===== config.mk =====
export PLATFORM = sky130hd
export DESIGN_NAME = regfile_bist_ctrl_flat
export DESIGN_NICKNAME = d
export VERILOG_FILES = /design/src/rtl/regfile_bist_ctrl_if.sv /design/src/rtl/regfile_bist_ctrl.sv /design/src/flat_wrapper.sv
export SDC_FILE = /design/constraint.sdc
export NUM_CORES = 1
export LEC_CHECK = 0
export ABC_AREA = 0
export BUFFER_PORTS_ARGS = -buffer_cell sky130_fd_sc_hd__buf_2
export CAP_MARGIN = 40
export CORE_MARGIN = 2
export CORE_UTILIZATION = 30
export DETAILED_ROUTE_END_ITERATION = 10
export GPL_TIMING_DRIVEN = 0
export SLEW_MARGIN = 10
export SYNTH_ARGS = -nofsm -noshare
export SYNTH_HDL_FRONTEND = slang
export SYNTH_SLANG_ARGS = --single-unit

===== constraint.sdc =====
create_clock -name clk -period 3.6 [get_ports clk]
set_input_delay 0.18 -clock clk [delete_from_list [all_inputs] [get_ports clk]]
set_output_delay 0.18 -clock clk [all_outputs]
set_load 0.03 [all_outputs]

===== src/rtl/regfile_bist_ctrl_if.sv =====
// Register-file port bundle: one write port and two combinational read ports.
// The BIST controller drives it as master; the register file is the slave.
interface regfile_bist_ctrl_if #(
  parameter int unsigned DATA_W = 32,
  parameter int unsigned ADDR_W = 2
);
  logic              rf_we;
  logic [ADDR_W-1:0] rf_waddr;
  logic [DATA_W-1:0] rf_wdata;
  logic [ADDR_W-1:0] rf_raddr1;
  logic [ADDR_W-1:0] rf_raddr2;
  logic [DATA_W-1:0] rf_rdata1;
  logic [DATA_W-1:0] rf_rdata2;

  modport master (
    output rf_we, rf_waddr, rf_wdata, rf_raddr1, rf_raddr2,
    input  rf_rdata1, rf_rdata2
  );

  modport slave (
    input  rf_we, rf_waddr, rf_wdata, rf_raddr1, rf_raddr2,
    output rf_rdata1, rf_rdata2
  );
endinterface


===== src/rtl/regfile_bist_ctrl.sv =====
// Register-file self-test: writes P(i)=SEED+i*STEP, reads back on both ports, reports pass/fail.
// Define RF_BIST_INVERT_EN to append an inverted-pattern write/read pass before DONE.
module regfile_bist_ctrl #(
  parameter int unsigned       DATA_W   = 32,
  parameter int unsigned       ADDR_W   = 2,
  parameter int unsigned       NUM_REGS = 4,
  parameter logic [DATA_W-1:0] SEED     = DATA_W'(32'hAAAAFFFF),
  parameter logic [DATA_W-1:0] STEP     = DATA_W'(32'h11111111)
) (
  input  logic                clk,
  input  logic                reset,
  input  logic                start,
  output logic                busy,
  output logic                done,
  output logic                pass,
  output logic [ADDR_W-1:0]   err_addr,
  output logic [7:0]          err_cnt,
  regfile_bist_ctrl_if.master rf
);

  localparam logic [ADDR_W-1:0] LAST = ADDR_W'(NUM_REGS - 1);

  typedef enum logic [2:0] {
    IDLE,
    WRITE,
    READ,
`ifdef RF_BIST_INVERT_EN
    WRITE_INV,
    READ_INV,
`endif
    DONE
  } state_t;

  state_t            state;
  logic [ADDR_W-1:0] idx;
  logic [ADDR_W-1:0] idx_nxt;
  logic [ADDR_W-1:0] idx_rev;
  logic [DATA_W-1:0] inv_mask;
  logic              checking;
  logic              mis1;
  logic              mis2;
  logic [8:0]        cnt_sum;

  function automatic logic [DATA_W-1:0] pat(input logic [ADDR_W-1:0] i);
    return SEED + DATA_W'(i) * STEP;
  endfunction

  // Read addresses are registered copies of idx, so the compare uses idx directly.
  always_comb begin
    idx_nxt  = idx + 1'b1;
    idx_rev  = LAST - idx;
    inv_mask = '0;
    checking = (state == READ);
`ifdef RF_BIST_INVERT_EN
    if (state == READ_INV) begin
      inv_mask = '1;
      checking = 1'b1;
    end
`endif
    mis1    = rf.rf_rdata1 != (pat(idx) ^ inv_mask);
    mis2    = rf.rf_rdata2 != (pat(idx_rev) ^ inv_mask);
    cnt_sum = {1'b0, err_cnt} + 9'(mis1) + 9'(mis2);
  end

  always_ff @(posedge clk) begin
    if (reset) begin
      state        <= IDLE;
      idx          <= '0;
      busy         <= 1'b0;
      done         <= 1'b0;
      pass         <= 1'b1;
      err_addr     <= '0;
      err_cnt      <= '0;
      rf.rf_we     <= 1'b0;
      rf.rf_waddr  <= '0;
      rf.rf_wdata  <= '0;
      rf.rf_raddr1 <= '0;
      rf.rf_raddr2 <= '0;
    end else begin
      done <= 1'b0;
      if (checking) begin
        err_cnt <= cnt_sum[8] ? 8'hFF : cnt_sum[7:0];
        if (pass && (mis1 || mis2)) begin
          pass     <= 1'b0;
          err_addr <= mis1 ? idx : idx_rev;
        end
      end
      case (state)
        IDLE: begin
          if (start) begin
            state       <= WRITE;
            idx         <= '0;
            busy        <= 1'b1;
            pass        <= 1'b1;
            err_addr    <= '0;
            err_cnt     <= '0;
            rf.rf_we    <= 1'b1;
            rf.rf_waddr <= '0;
            rf.rf_wdata <= pat('0);
          end
        end
`ifdef RF_BIST_INVERT_EN
        WRITE, WRITE_INV: begin
`else
        WRITE: begin
`endif
          if (idx == LAST) begin
            state        <= (state == WRITE) ? READ : state_t'(state + 3'd1);
            idx          <= '0;
            rf.rf_we     <= 1'b0;
            rf.rf_raddr1 <= '0;
            rf.rf_raddr2 <= LAST;
          end else begin
            idx         <= idx_nxt;
            rf.rf_waddr <= idx_nxt;
            rf.rf_wdata <= pat(idx_nxt) ^ ((state == WRITE) ? '0 : '1);
          end
        end
`ifdef RF_BIST_INVERT_EN
        READ, READ_INV: begin
`else
        READ: begin
`endif
          if (idx == LAST) begin
            idx <= '0;
`ifdef RF_BIST_INVERT_EN
            if (state == READ) begin
              state       <= WRITE_INV;
              rf.rf_we    <= 1'b1;
              rf.rf_waddr <= '0;
              rf.rf_wdata <= ~pat('0);
            end else begin
              state <= DONE;
              done  <= 1'b1;
            end
`else
            state <= DONE;
            done  <= 1'b1;
`endif
          end else begin
            idx          <= idx_nxt;
            rf.rf_raddr1 <= idx_nxt;
            rf.rf_raddr2 <= LAST - idx_nxt;
          end
        end
        DONE: begin
          state <= IDLE;
          busy  <= 1'b0;
        end
        default: state <= IDLE;
      endcase
    end
  end

endmodule


===== src/flat_wrapper.sv =====
// flat-port wrapper written by rule: the top's interface ports become plain ports
module regfile_bist_ctrl_flat 
#(
  parameter int unsigned       DATA_W   = 32,
  parameter int unsigned       ADDR_W   = 2,
  parameter int unsigned       NUM_REGS = 4,
  parameter logic [DATA_W-1:0] SEED     = DATA_W'(32'hAAAAFFFF),
  parameter logic [DATA_W-1:0] STEP     = DATA_W'(32'h11111111)
)
  (clk, reset, start, busy, done, pass, err_addr, err_cnt, rf_rf_we, rf_rf_waddr, rf_rf_wdata, rf_rf_raddr1, rf_rf_raddr2, rf_rf_rdata1, rf_rf_rdata2);
  regfile_bist_ctrl_if #(.DATA_W(DATA_W), .ADDR_W(ADDR_W)) rf_i ();
  input  logic clk;
  input  logic reset;
  input  logic start;
  output logic busy;
  output logic done;
  output logic pass;
  output logic [ADDR_W-1:0] err_addr;
  output logic [7:0] err_cnt;
  output wire logic [$bits(rf_i.rf_we)-1:0] rf_rf_we;
  output wire logic [$bits(rf_i.rf_waddr)-1:0] rf_rf_waddr;
  output wire logic [$bits(rf_i.rf_wdata)-1:0] rf_rf_wdata;
  output wire logic [$bits(rf_i.rf_raddr1)-1:0] rf_rf_raddr1;
  output wire logic [$bits(rf_i.rf_raddr2)-1:0] rf_rf_raddr2;
  input wire logic [$bits(rf_i.rf_rdata1)-1:0] rf_rf_rdata1;
  input wire logic [$bits(rf_i.rf_rdata2)-1:0] rf_rf_rdata2;
  assign rf_rf_we = rf_i.rf_we;
  assign rf_rf_waddr = rf_i.rf_waddr;
  assign rf_rf_wdata = rf_i.rf_wdata;
  assign rf_rf_raddr1 = rf_i.rf_raddr1;
  assign rf_rf_raddr2 = rf_i.rf_raddr2;
  assign rf_i.rf_rdata1 = rf_rf_rdata1;
  assign rf_i.rf_rdata2 = rf_rf_rdata2;
  regfile_bist_ctrl #(.DATA_W(DATA_W), .ADDR_W(ADDR_W), .NUM_REGS(NUM_REGS), .SEED(SEED), .STEP(STEP)) u_core (.clk(clk), .reset(reset), .start(start), .busy(busy), .done(done), .pass(pass), .err_addr(err_addr), .err_cnt(err_cnt), .rf(rf_i));
endmodule

==> results.md <==
* Status: finished, final reports clean
* Dominant synthesized flop cell: dfxtp_1
* Initial antenna violation count at 0
* Worst R2R Start: u_core.idx[1]
* Placed Area at ~0.003 mm^2
* Post-placement worst setup slack at -677 ps
* Crit end category: flop
* Sw Pwr at 1040 uW
* Max Root-Sink Buffers at 2
* Maximum vdd drop at between 200 and 250 uV
* Layout Cells excl Fill at approximately 520
* Endpoints failing hold at 0
* Combinational share of power at 0.609
* CP Launch Type: flop
* Static leakage at about 0.0015 uW
* Largest fanout on the critical path at 9
* Power Density at 670 mW/mm^2
* Top cells by area, synth: dfxtp_1, buf_4, ha_1
* Part of the power in the clock network at 0.134
* Die X-Extent at 92.2 um
* CTS sink count at 34
* Die area at about 0.0085 mm^2
* Commonest cells post-synth: dfxtp_1, nor2_1, buf_4
* Final instance area at between 0.003 and 0.004 mm^2
* Yosys top cell by area: dfxtp_1
* WHS at around 260 ps
* R2R Setup Slk at approximately 140 ps
* Setup CP Type: reg -> reg
* YS warnings at 0
* Antenna cells at 0
* Total CTS buffers at 5
* Max-slew violation count at 0
* Setup crit end: u_core.err_cnt[4]
* Row cnt at 32
* Max Cap Viol at 0
* Largest net degree at the start of global routing at 11
* FMAX at 289 MHz
* Sw Ratio at 0.478
* Reg power frac at 0.257
* WP data required at approximately 3800 ps
* # DRC at 0
* Final worst path period need at 3460 ps
* Number of port buffers at 117
* Top cell type's share of synthesized area at 0.291
* CP arrival at ~3600 ps
* Vias in the first global route at 2340
* Slew HR at 0.652
* Syn_nets at roughly 370
* Initial Util at 0.305
* Area added between synthesis and finish at 39.3%
* Antenna Nets Post-Route at 0
* CTS root buf: clkbuf_8
* Routed wire per std cell at about 13 um
* Gate count of the mapped netlist at about 290
* Post-synthesis sequential area ratio at 0.291
* Final worst slack at about 140 ps
* Share of post-route cells with drive strength above 1 at 0.408
* 1st-pass router iterations at 4
* Worst min path class: in -> reg
* Number of synthesized flops with an enable pin at 0
* # nets final at about 500
* Grt ovf at 0
* Number of synthesized register bits at 34
* Endpoints failing setup at 0
* Drt via density at ~4.9
* CTS tree: yes
* Vias at 2535
* DRT iter0 DRCs at 99
* Final wirelength at ~6.5 mm
* Count leader, synth: dfxtp_1
* Clk slew on worst S/H paths at 70 ps
* Worst Tran Pin Value at around 520 ps
* Die Ht at just over 90 um
* Synth async-reset ratio at 0
* Yosys cell types at 55
* Worst skew pair latency at 290 ps
* Dpl cells at about 510
* Internal cell power at between 1000 and 1500 uW
* Core ar. at around 0.0076 mm^2
* Reg2Reg Depth at 16
* GP Congestion at 0.762
* RSZ-0062 raised after global routing: true
* First-pass GRT wire length at ~10 mm
* Period utilization at 0.960
* Io pins at 119
* Fillers at 796
* Total track usage at 0.151
* CP startpoint: u_core.idx[1]
* Clock Skews at between 8 and 9 ps
* H-tree levels at 2
* Average size of a mapped cell at 8.11 um^2
* Cell area after synthesis at 0.00234 mm^2
* Reg2reg end: u_core.err_cnt[4]
* HPWL after detailed placement at roughly 5.1 mm
[worst max-delay path, cell delays in order (launching register included)]
cell and delay [ps]:
dfxtp_4 380, buf_8 140, clkinvlp_4 120, ha_1 210, buf_6 140, and4b_1 240
o2111ai_1 130, or4_1 520, or4_4 580, inv_4 80, fa_2 180, inv_1 50
ha_2 190, nand3_2 120, nor2_1 60, nand2_2 120, a21oi_1 80
[routing by layer]
metal / global-route usage / vias up / part of all wire
met5: 0 / - / 0
met4: 0.0498 / 0 / 0.016
met3: 0.0378 / 13 / 0.073
met2: 0.263 / 84 / 0.46
met1: 0.182 / 1158 / 0.45
li1: - / 1280 / -
[power by group through the flow]
stage / Sequential [uW] / Combinational [uW] / Clock [uW]
3_5_place_dp: 565 / 1300 / 0
5_1_grt: 581 / 1450 / 319
3_3_place_gp: 558 / 1290 / 0
6_report: 561 / 1330 / 291
4_1_cts: 560 / 1330 / 302
2_1_floorplan: 699 / 826 / 0
[cells by family after synthesis]
family	Yosys count	share of synthesized area
AND/OR/NAND/NOR	112	0.265
AO/OA/AOI/OAI	60	0.169
buffers and inverters	48	0.117
flip-flops	34	0.291
adder cells (fa/ha/maj)	14	0.0782
XOR/XNOR	13	0.0487
multiplexers	7	0.0300
[layout make-up]
cell class	instances	area [um^2]	share of cell area
plain buffers	35	248	0.0762
repair buffers	123	631	0.194
flip-flops and latches	34	688	0.212
well taps	102	128	0.0392
inverters	13	60.1	0.0185
multi-input cells	206	1410	0.433
clock buffers	7	86.3	0.0265
clock inverters	1	5.00	0.00154
[sequential cells by signal (all words and copies together), names as in the netlist]
name and cells:
u_core.state 2, u_core.rf.rf_waddr 1, u_core.err_cnt 8, u_core.rf.rf_wdata 11
u_core.pass 1, u_core.rf.rf_raddr1 2, u_core.rf.rf_we 1, u_core.idx 2
u_core.rf.rf_raddr2 2, u_core.busy 1, u_core.done 1, u_core.err_addr 2
[metrics by stage]
step	utilization	TNS (ps)	power (uW)
2_1_floorplan	-	0	1530
6_report	0.425	0	2180
3_5_place_dp	0.399	-5190	1860
5_1_grt	0.425	-18.8	2350
4_1_cts	0.418	0	2190
3_3_place_gp	0.399	-5010	1850
[worst min-delay path by stage]
stage | to | cells after the start | startpoint | slack [ps]
6_report | u_core.rf.rf_wdata[18] | 3 | start | 260
4_1_cts | u_core.rf.rf_wdata[18] | 3 | start | 260
3_3_place_gp | u_core.rf.rf_wdata[16] | 2 | u_core.rf.rf_wdata[16] | 460
5_1_grt | u_core.rf.rf_wdata[18] | 3 | start | 300
2_1_floorplan | u_core.pass | 2 | start | 320
3_5_place_dp | u_core.rf.rf_wdata[16] | 2 | u_core.rf.rf_wdata[16] | 470
[placed cells by master, fill, tap and decap left out, types with 3 or more instances in the layout]
cell,count
nor2_1,32
a222oi_1,3
nor4b_1,3
nand3_1,3
xor2_1,6
mux2i_1,7
clkbuf_8,6
dfxtp_1,32
or4_1,6
a21oi_1,20
buf_2,117
a311oi_1,5
clkbuf_1,10
xnor2_1,7
nor3_1,8
o21ai_0,11
nand4_1,11
buf_4,29
nor2b_1,6
nand2b_1,4
inv_1,10
ha_1,12
and3_1,6
nand2_1,15
[what timing repair did]
action                                  in CTS  in global routing
pin swaps                                    1                  5
gates resized for setup                     13                  9
hold buffers                                 0                  0
endpoints found under the setup margin       8                  8
hold endpoints to repair                     0                  0
setup buffers                                2                  4
No activity file was read; power rests on OpenSTA's default activity.
